<file path="src/rtl/seg4x7_pkg.sv">
`default_nettype none
// ============================================================================
// Module      : seg4x7_pkg
// Description : Shared definitions for the 4-digit 7-segment display blocks.
//               Segment bit positions within the {dp,g,f,e,d,c,b,a} byte and
//               the single hex <-> segment-pattern table used by both the
//               display encoders and the read-back monitor.
// Ports       : none (package)
// Revision    : 1.0 - initial release
// ============================================================================
package seg4x7_pkg;

    localparam int SEG_A  = 0;
    localparam int SEG_B  = 1;
    localparam int SEG_C  = 2;
    localparam int SEG_D  = 3;
    localparam int SEG_E  = 4;
    localparam int SEG_F  = 5;
    localparam int SEG_G  = 6;
    localparam int SEG_DP = 7;

    // Nibble -> lit-segment pattern (bits g..a, 1 = lit).
    function automatic logic [6:0] hex_to_seg(input logic [3:0] nib);
        logic [6:0] pat;
        case (nib)
            4'h0: pat = 7'h3F;
            4'h1: pat = 7'h06;
            4'h2: pat = 7'h5B;
            4'h3: pat = 7'h4F;
            4'h4: pat = 7'h66;
            4'h5: pat = 7'h6D;
            4'h6: pat = 7'h7D;
            4'h7: pat = 7'h07;
            4'h8: pat = 7'h7F;
            4'h9: pat = 7'h6F;
            4'hA: pat = 7'h77;
            4'hB: pat = 7'h7C;
            4'hC: pat = 7'h39;
            4'hD: pat = 7'h5E;
            4'hE: pat = 7'h79;
            default: pat = 7'h71;
        endcase
        return pat;
    endfunction

    // Pattern -> {ok, nibble}; unknown patterns (including blank) give 5'b0.
    function automatic logic [4:0] seg_to_hex(input logic [6:0] pat);
        logic [4:0] res;
        res = 5'b0;
        for (int k = 0; k < 16; k++) begin
            if (hex_to_seg(4'(k)) == pat) begin
                res = {1'b1, 4'(k)};
            end
        end
        return res;
    endfunction

endpackage
`default_nettype wire

</file>
<file path="src/rtl/seg4x7_sync.sv">
`default_nettype none
// ============================================================================
// Module      : seg4x7_sync
// Description : Two-flop synchroniser for asynchronous display lines.
// Ports       : clk   - system clock
//               rst_n - synchronous reset, active low (clears both stages)
//               d     - asynchronous input bus
//               q     - synchronised output bus
// Revision    : 1.0 - initial release
// ============================================================================
module seg4x7_sync #(
    parameter int WIDTH = 8
) (
    input  logic             clk,
    input  logic             rst_n,
    input  logic [WIDTH-1:0] d,
    output logic [WIDTH-1:0] q
);

    logic [WIDTH-1:0] r_meta;
    logic [WIDTH-1:0] r_sync;

    always_ff @(posedge clk) begin
        if (!rst_n) begin
            r_meta <= '0;
            r_sync <= '0;
        end else begin
            r_meta <= d;
            r_sync <= r_meta;
        end
    end

    assign q = r_sync;

endmodule
`default_nettype wire

</file>
<file path="src/rtl/seg4x7_monitor.sv">
`default_nettype none
// ============================================================================
// Module      : seg4x7_monitor
// Description : Snoops a multiplexed 4-digit 7-segment display, captures each
//               digit once its lines have been stable for SETTLE cycles,
//               decodes the patterns and publishes coherent 4-digit frames.
// Ports       : clk, rst_n (sync, active low)
//               digit_sel[3:0]  digit enables (bit0 = leftmost)
//               seg[7:0]        {dp,g,f,e,d,c,b,a}
//               raw[31:0]       lit-normalised segment bytes, byte i = digit i
//               hex[15:0]       decoded nibble per digit
//               hex_ok[3:0]     digit pattern matched the hex table
//               dp[3:0]         decimal point per digit
//               frame_valid     one-cycle pulse when the frame outputs update
//               stalled         no capture for 2**TO_W-1 cycles
// Revision    : 1.0 - initial release
// ============================================================================
module seg4x7_monitor
    import seg4x7_pkg::*;
#(
    parameter bit SEL_ACTIVE_LOW = 1'b1,
    parameter bit SEG_ACTIVE_LOW = 1'b1,
    parameter int SETTLE         = 16,
    parameter int TO_W           = 20
) (
    input  logic        clk,
    input  logic        rst_n,
    input  logic [3:0]  digit_sel,
    input  logic [7:0]  seg,
    output logic [31:0] raw,
    output logic [15:0] hex,
    output logic [3:0]  hex_ok,
    output logic [3:0]  dp,
    output logic        frame_valid,
    output logic        stalled
);

    localparam int            CNT_W  = $clog2(SETTLE + 1);
    localparam logic [TO_W-1:0] TO_MAX = {TO_W{1'b1}};

    typedef enum logic [1:0] {
        ST_IDLE   = 2'd0,
        ST_SETTLE = 2'd1,
        ST_HOLD   = 2'd2
    } state_t;

    logic [3:0]       w_sel_s;
    logic [7:0]       w_seg_s;
    logic [3:0]       w_sel_n;
    logic [7:0]       w_seg_n;
    logic             w_onehot;
    logic             w_retarget;
    logic             w_capture;

    state_t           r_state, w_state_nxt;
    logic [CNT_W-1:0] r_cnt, w_cnt_nxt;
    logic [3:0]       r_cur_sel, w_cur_sel_nxt;
    logic [7:0]       r_cur_seg, w_cur_seg_nxt;

    logic [7:0]       r_shadow [4];
    logic [3:0]       r_mask;
    logic [4:0]       w_dec [4];
    logic [TO_W-1:0]  r_to_cnt;

    logic [31:0]      r_raw;
    logic [15:0]      r_hex;
    logic [3:0]       r_hex_ok;
    logic [3:0]       r_dp;
    logic             r_fv;

    seg4x7_sync #(.WIDTH(4)) u_sync_sel (
        .clk   (clk),
        .rst_n (rst_n),
        .d     (digit_sel),
        .q     (w_sel_s)
    );

    seg4x7_sync #(.WIDTH(8)) u_sync_seg (
        .clk   (clk),
        .rst_n (rst_n),
        .d     (seg),
        .q     (w_seg_s)
    );

    assign w_sel_n  = SEL_ACTIVE_LOW ? ~w_sel_s : w_sel_s;
    assign w_seg_n  = SEG_ACTIVE_LOW ? ~w_seg_s : w_seg_s;
    assign w_onehot = (w_sel_n != 4'd0) && ((w_sel_n & (w_sel_n - 4'd1)) == 4'd0);

    // IDLE re-evaluates every cycle, SETTLE restarts on any line change,
    // HOLD only reacts to a new digit select (segment flicker is ignored).
    always_comb begin
        w_retarget = 1'b0;
        case (r_state)
            ST_IDLE:   w_retarget = 1'b1;
            ST_SETTLE: w_retarget = (w_sel_n != r_cur_sel) || (w_seg_n != r_cur_seg);
            ST_HOLD:   w_retarget = (w_sel_n != r_cur_sel);
            default:   w_retarget = 1'b1;
        endcase
    end

    always_comb begin
        w_state_nxt   = r_state;
        w_cnt_nxt     = r_cnt;
        w_cur_sel_nxt = r_cur_sel;
        w_cur_seg_nxt = r_cur_seg;
        w_capture     = 1'b0;
        if (w_retarget) begin
            w_cur_sel_nxt = w_sel_n;
            w_cur_seg_nxt = w_seg_n;
            if (w_onehot) begin
                w_state_nxt = ST_SETTLE;
                w_cnt_nxt   = CNT_W'(1);
            end else begin
                w_state_nxt = ST_IDLE;
                w_cnt_nxt   = '0;
            end
        end else if (r_state == ST_SETTLE) begin
            w_cnt_nxt = r_cnt + CNT_W'(1);
            if (r_cnt == CNT_W'(SETTLE - 1)) begin
                w_capture   = 1'b1;
                w_state_nxt = ST_HOLD;
            end
        end
    end

    always_ff @(posedge clk) begin
        if (!rst_n) begin
            r_state   <= ST_IDLE;
            r_cnt     <= '0;
            r_cur_sel <= '0;
            r_cur_seg <= '0;
        end else begin
            r_state   <= w_state_nxt;
            r_cnt     <= w_cnt_nxt;
            r_cur_sel <= w_cur_sel_nxt;
            r_cur_seg <= w_cur_seg_nxt;
        end
    end

    generate
        for (genvar i = 0; i < 4; i++) begin : g_dec
            assign w_dec[i] = seg_to_hex(r_shadow[i][SEG_G:SEG_A]);
        end
    endgenerate

    // Shadow capture, frame assembly and activity timeout. When a frame is
    // published the mask is cleared, except for a capture landing in the
    // same cycle, which seeds the next frame.
    always_ff @(posedge clk) begin
        if (!rst_n) begin
            for (int i = 0; i < 4; i++) begin
                r_shadow[i] <= '0;
            end
            r_mask   <= '0;
            r_to_cnt <= '0;
            r_raw    <= '0;
            r_hex    <= '0;
            r_hex_ok <= '0;
            r_dp     <= '0;
            r_fv     <= 1'b0;
        end else begin
            if (w_capture) begin
                for (int i = 0; i < 4; i++) begin
                    if (r_cur_sel[i]) begin
                        r_shadow[i] <= r_cur_seg;
                    end
                end
                r_to_cnt <= '0;
            end else if (r_to_cnt != TO_MAX) begin
                r_to_cnt <= r_to_cnt + TO_W'(1);
            end

            if (r_mask == 4'hF) begin
                for (int i = 0; i < 4; i++) begin
                    r_raw[8*i +: 8]  <= r_shadow[i];
                    r_hex[4*i +: 4]  <= w_dec[i][3:0];
                    r_hex_ok[i]      <= w_dec[i][4];
                    r_dp[i]          <= r_shadow[i][SEG_DP];
                end
                r_fv   <= 1'b1;
                r_mask <= w_capture ? r_cur_sel : 4'd0;
            end else begin
                r_fv   <= 1'b0;
                r_mask <= r_mask | (w_capture ? r_cur_sel : 4'd0);
            end
        end
    end

    assign raw         = r_raw;
    assign hex         = r_hex;
    assign hex_ok      = r_hex_ok;
    assign dp          = r_dp;
    assign frame_valid = r_fv;
    assign stalled     = (r_to_cnt == TO_MAX);

endmodule
`default_nettype wire
</file>
<file path="config.mk">
export PLATFORM = sky130hd
export DESIGN_NAME = seg4x7_monitor
export DESIGN_NICKNAME = d
export VERILOG_FILES = /design/src/rtl/seg4x7_pkg.sv /design/src/rtl/seg4x7_sync.sv /design/src/rtl/seg4x7_monitor.sv
export SDC_FILE = /design/constraint.sdc
export NUM_CORES = 1
export LEC_CHECK = 0
export ABC_CLOCK_PERIOD_IN_PS = 2500
export CAP_MARGIN = 20
export CELL_PAD_IN_SITES_DETAIL_PLACEMENT = 1
export CELL_PAD_IN_SITES_GLOBAL_PLACEMENT = 2
export CORE_MARGIN = 2
export CORE_UTILIZATION = 32
export CTS_CLUSTER_SIZE = 24
export DETAILED_ROUTE_END_ITERATION = 16
export PLACE_DENSITY = 0.85
export SLEW_MARGIN = 0
export SYNTH_ARGS = -nofsm -noshare
export SYNTH_HDL_FRONTEND = slang
export SYNTH_HIERARCHICAL = 1
export SYNTH_SLANG_ARGS = --single-unit
export TNS_END_PERCENT = 5
</file>
<file path="constraint.sdc">
create_clock -name clk -period 2.5 [get_ports clk]
set_input_delay 0.375 -clock clk [delete_from_list [all_inputs] [get_ports clk]]
set_output_delay 0.375 -clock clk [all_outputs]
set_load 0.02 [all_outputs]
</file>
After elaboration in Yosys (flattened, before gate mapping)
Memory sizes are Yosys's and may differ from the RTL's.
Cells that the tools add are included.
- register bits after elaboration: 124
- memory bits (writable): 32
- input port bits: 14
- logic and storage cells: 207
- memories kept: 1
- $add $sub $neg: 3
- eq/ne operators: 72
- multiplexer cells: 99
- bitwise operators: 9
- reductions and logical operators: 8
- memory list (name ; depth ; bits a word ; rd ports ; clocked after memory_dff ; wr ports ; line ; RTL):
    r_shadow ; 4 ; 8 ; 4 ; 0 ; 4 ; seg4x7_monitor.sv:60 ; logic [7:0] r_shadow [4];
- operators with widths (cell ; number):
    == test 7 bit, first input constant ; 48
    two-way mux 5 bit ; 66
    == test 3 x 7 -> 1 bit, first input constant ; 8
    == test 6 x 7 -> 1 bit, first input constant ; 8
    two-way mux 8 bit ; 4
    two-way mux 1 bit ; 23
    adder 20 x 1 -> 20 bit, second input constant ; 1
    == test 20 bit, second input constant ; 1
    inequality test 20 bit, second input constant ; 1
    two-way mux 4 bit ; 2
    inequality test 8 bit ; 1
    NOT 8 bit ; 1
    two-way mux 2 bit ; 3
    adder 5 x 1 -> 5 bit, second input constant ; 1
    == test 5 x 4 -> 1 bit, second input constant ; 1
    bitwise AND 4 bit ; 1
    == test 4 bit, second input constant ; 1
    logical NOT 4 bit ; 1
    inequality test 4 bit ; 1
    NOT 4 bit ; 1
    OR 1 bit ; 4
    OR 4 bit ; 1
    nonzero test 2 bit ; 2
    nonzero test 4 bit ; 1
    9 further kinds ; 9

Depth between registers and ports, before layout
An unclocked memory read counts as a cell.
- depth in word-level cells: 18
- depth in mapped cells: 8
- mapped depth without buffers: 7

By module
Netlist, hierarchy kept.
- by module, submodules not included (module ; instances ; cells each ; area an instance (sq um) ; seq. area each (sq um)):
    seg4x7_monitor ; 1 ; 752 ; 6536.3 ; 2882.8
    seg4x7_sync (u_sync_seg) ; 1 ; 33 ; 446.7 ; 320.3
    seg4x7_sync (u_sync_sel) ; 1 ; 16 ; 210.2 ; 160.2

Least setup slack after synthesis
No wires, ideal clock.
- path kind: register -> register
- start: register r_state[1]
- end: memory r_shadow[0][0], enable pin
- setup time: 384 ps
- arrival time: 2130 ps
- required time: 2116 ps
- slack: -14 ps
- cell stages (with the launch flop): 8
- path buffers: 2
- clock period less this slack: 2514 ps
- cell sequence: dfxtp_1 inv_1 ha_1 clkbuf_1 nand2_1 or2_1 clkbuf_1 o21ai_0
- RTL lines (item ; line ; RTL):
    start: declaration ; seg4x7_monitor.sv:55 ; state_t r_state, w_state_nxt;
    start signal: assignment ; seg4x7_monitor.sv:133 ; r_state <= w_state_nxt;
    end: declaration ; seg4x7_monitor.sv:60 ;

==> metrics.txt <==
status complete, no violations; max cap viols 0; cell row count between 50 and 60; Post-synth EDFFs 32; H-Tree Depth 4; Syn-to-layout area delta 21.7%; CP max stage cell dfxtp_1; Slew Viols, Final 0; Final Total Pwr 5.69 mW; leakage 2.99 nW; PortBufs 71; most frequent cells in the layout dfxtp_1, nand2_1, a21oi_1; clk sink count roughly 150; worst skew pair latency 0.43 ns; Clock Path Buffers 2; syn nets 820; Die X 154 um; maximum fanout along the worst path 8; Synth top area share 33.4%; die area roughly 0.024 mm2; vias per cell 5.19; final WL 18.1 mm; layout cell share with drive strength beyond 1 9.93%; Routed Antenna Nets 0; Largest stage delay, worst path 0.43 ns; R2R cell count 6; FMAX 447 MHz; CP Class reg2reg; CTS Buf Count 17; dpl ws about 0.28 ns; clk_skew approximately 0.0083 ns; Seq/Total Area, Yosys between 40% and 50%; n_diodes 0; R2R Path Start r_cur_seg[3]; Residual DRC 0; detailed router's first-iteration violation count 315; RSZ-0062 raised after global routing false; Final Hold Fails 0; Reg2Reg Setup Slack 0.26 ns; Pre-Repair DR Iteration Count 4; Slew headroom 56.3%; crit path from r_cur_seg[3]; CP bufs+invs 1; Worst Hold Class reg2reg; ys async rst share 0%; initial antenna violation count 0; CTS tree yes; pwr dens approximately 650 mW/mm2; pin count of the biggest net entering global routing 58; # setup viols final 0; Most used DFF post-synth dfxtp_1; type of origin of the critical path flip-flop; minimum clock period 2.24 ns; PnR worst setup slack 0.263 ns; nets@finish 862; Hold Startpoint u_sync_sel/r_meta[2]; final hold slack 0.433 ns; hpwl dp 12.0 mm; global-route wire length before repair between 30 and 40 mm; Root Buffer Master clkbuf_16; measured slew at the worst slew-check pin 0.655 ns; crit path capture r_shadow[2][1]; post-synth top area cell dfxtp_1; WP data arrival 2.37 ns; Post-Syn Instances 801; final critical-path share of the clock period between 80% and 90%; Yosys reg bits 152; DR WL/cell 16.0 um; cells resized by post-CTS repair 1; post-CTS setup buffer count 0; post-placement cell area 0.00812 mm2; syn avg cell area 8.98 um2; commonest non-fill, non-tap cell in the layout dfxtp_1; cts hold-fix bufs 0; post-synthesis cell type count 66; Overflow after GRT 0; overall routing resource usage 15.7%; family with the most delay on the worst path simple AND/OR/NAND/NOR gates; Worst-path clk slew ~0.060 ns; Top Ports a little over 70; post-route setup TNS 0 ns; Chip Height 154 um; Worst R2R End r_shadow[2][1]; Post-Syn Area ~0.0072 mm2; Final GP Congestion around 0.80; Area contributors post-synth dfxtp_1, edfxtp_1, nand2_1, a21oi_1, and2_1; vias in the first global route slightly below 6000; Yosys warning total 6; critical path required time about 2.6 ns; Peak supply drop around 0.49 mV; CP cell instances xnor2_1 > nor4_2 > nand4_1 > or2_1 > o21ai_0 > buf_4; Setup crit end kind flip-flop; Starting Density approximately a third; vias 5897; Final Instance Area ~0.0088 mm2; Core Region 0.0220 mm2; stages on the worst setup path 6
report_power, final:
part	internal [mW]	switching, mW	leakage (nW)
combinational	0.117	0.138	1.41
clock	1.72	1.04	0.302
sequential	2.57	0.118	1.28
kinds of logic after synthesis:
kind of cell    after synthesis  share of synthesized area (%)
fa+ha+maj                     8                           1.29
flops                       152                           46.8
simple gates                319                           24.6
buf+inv                      89                           5.29
mux                           3                          0.417
xor+xnor                     31                           3.77
compound gates              199                           17.9
synth_stat cells (10+ instances only):
master	number
nor2_1	35
nand2_1	98
clkbuf_1	50
a311oi_1	12
o21ai_0	40
nand3_1	20
nor3_1	20
xor2_1	13
dfxtp_1	120
edfxtp_1	32
nand4_1	14
and2_1	48
and3_1	10
inv_1	22
nor3b_1	10
xnor2_1	18
and2_2	12
a21oi_1	70
a31oi_1	13
flip-flops by register name, indices dropped and copies added, names as in the netlist:
register,count
r_state,2
raw,32
u_sync_seg/r_meta,8
frame_valid,1
r_cur_sel,4
u_sync_sel/r_meta,4
u_sync_seg/q,8
r_cnt,5
hex_ok,4
r_shadow,32
r_to_cnt,20
r_cur_seg,8
u_sync_sel/q,4
r_mask,4
hex,16
area by class of cell:
type                            instances  area, um2
Clock inverter                          9        136
Multi-Input combinational cell        560       3450
Inverter                               22       82.6
Tap cell                              280        350
Clock buffer                           23        499
Fill cell                            2498      13200
Sequential cell                       152       3360
Timing Repair Buffer                   90        872
worst min path at each step:
| stage | to | slack (ns) | cells past startpoint |
|---|---|---|---|
| 2_1_floorplan | u_sync_sel/q[0] | 0.41 | 1 |
| 3_3_place_gp | u_sync_sel/q[1] | 0.42 | 1 |
| 3_5_place_dp | u_sync_sel/q[3] | 0.42 | 1 |
| 4_1_cts | u_sync_sel/q[2] | 0.44 | 1 |
| 5_1_grt | u_sync_sel/q[1] | 0.45 | 1 |
| 6_report | u_sync_sel/q[2] | 0.43 | 1 |
through the flow:
stage / utilization [%] / instances
final: 39.9 / 1136
after global routing: 39.9 / 1136
after CTS: 39.9 / 1136
after detailed placement: 37.0 / 1104
after global placement: 37.0 / 1104
after floorplan: - / 801
layer usage:
layer	routed length (um)	part of all wire (%)	global-route usage, %
met3	555	3.1	3.44
met1	8820	49	21.3
met2	8590	47	25.8
met5	0	0	0
met4	153	0.84	3.60
Power figures use the tool's default switching activity.
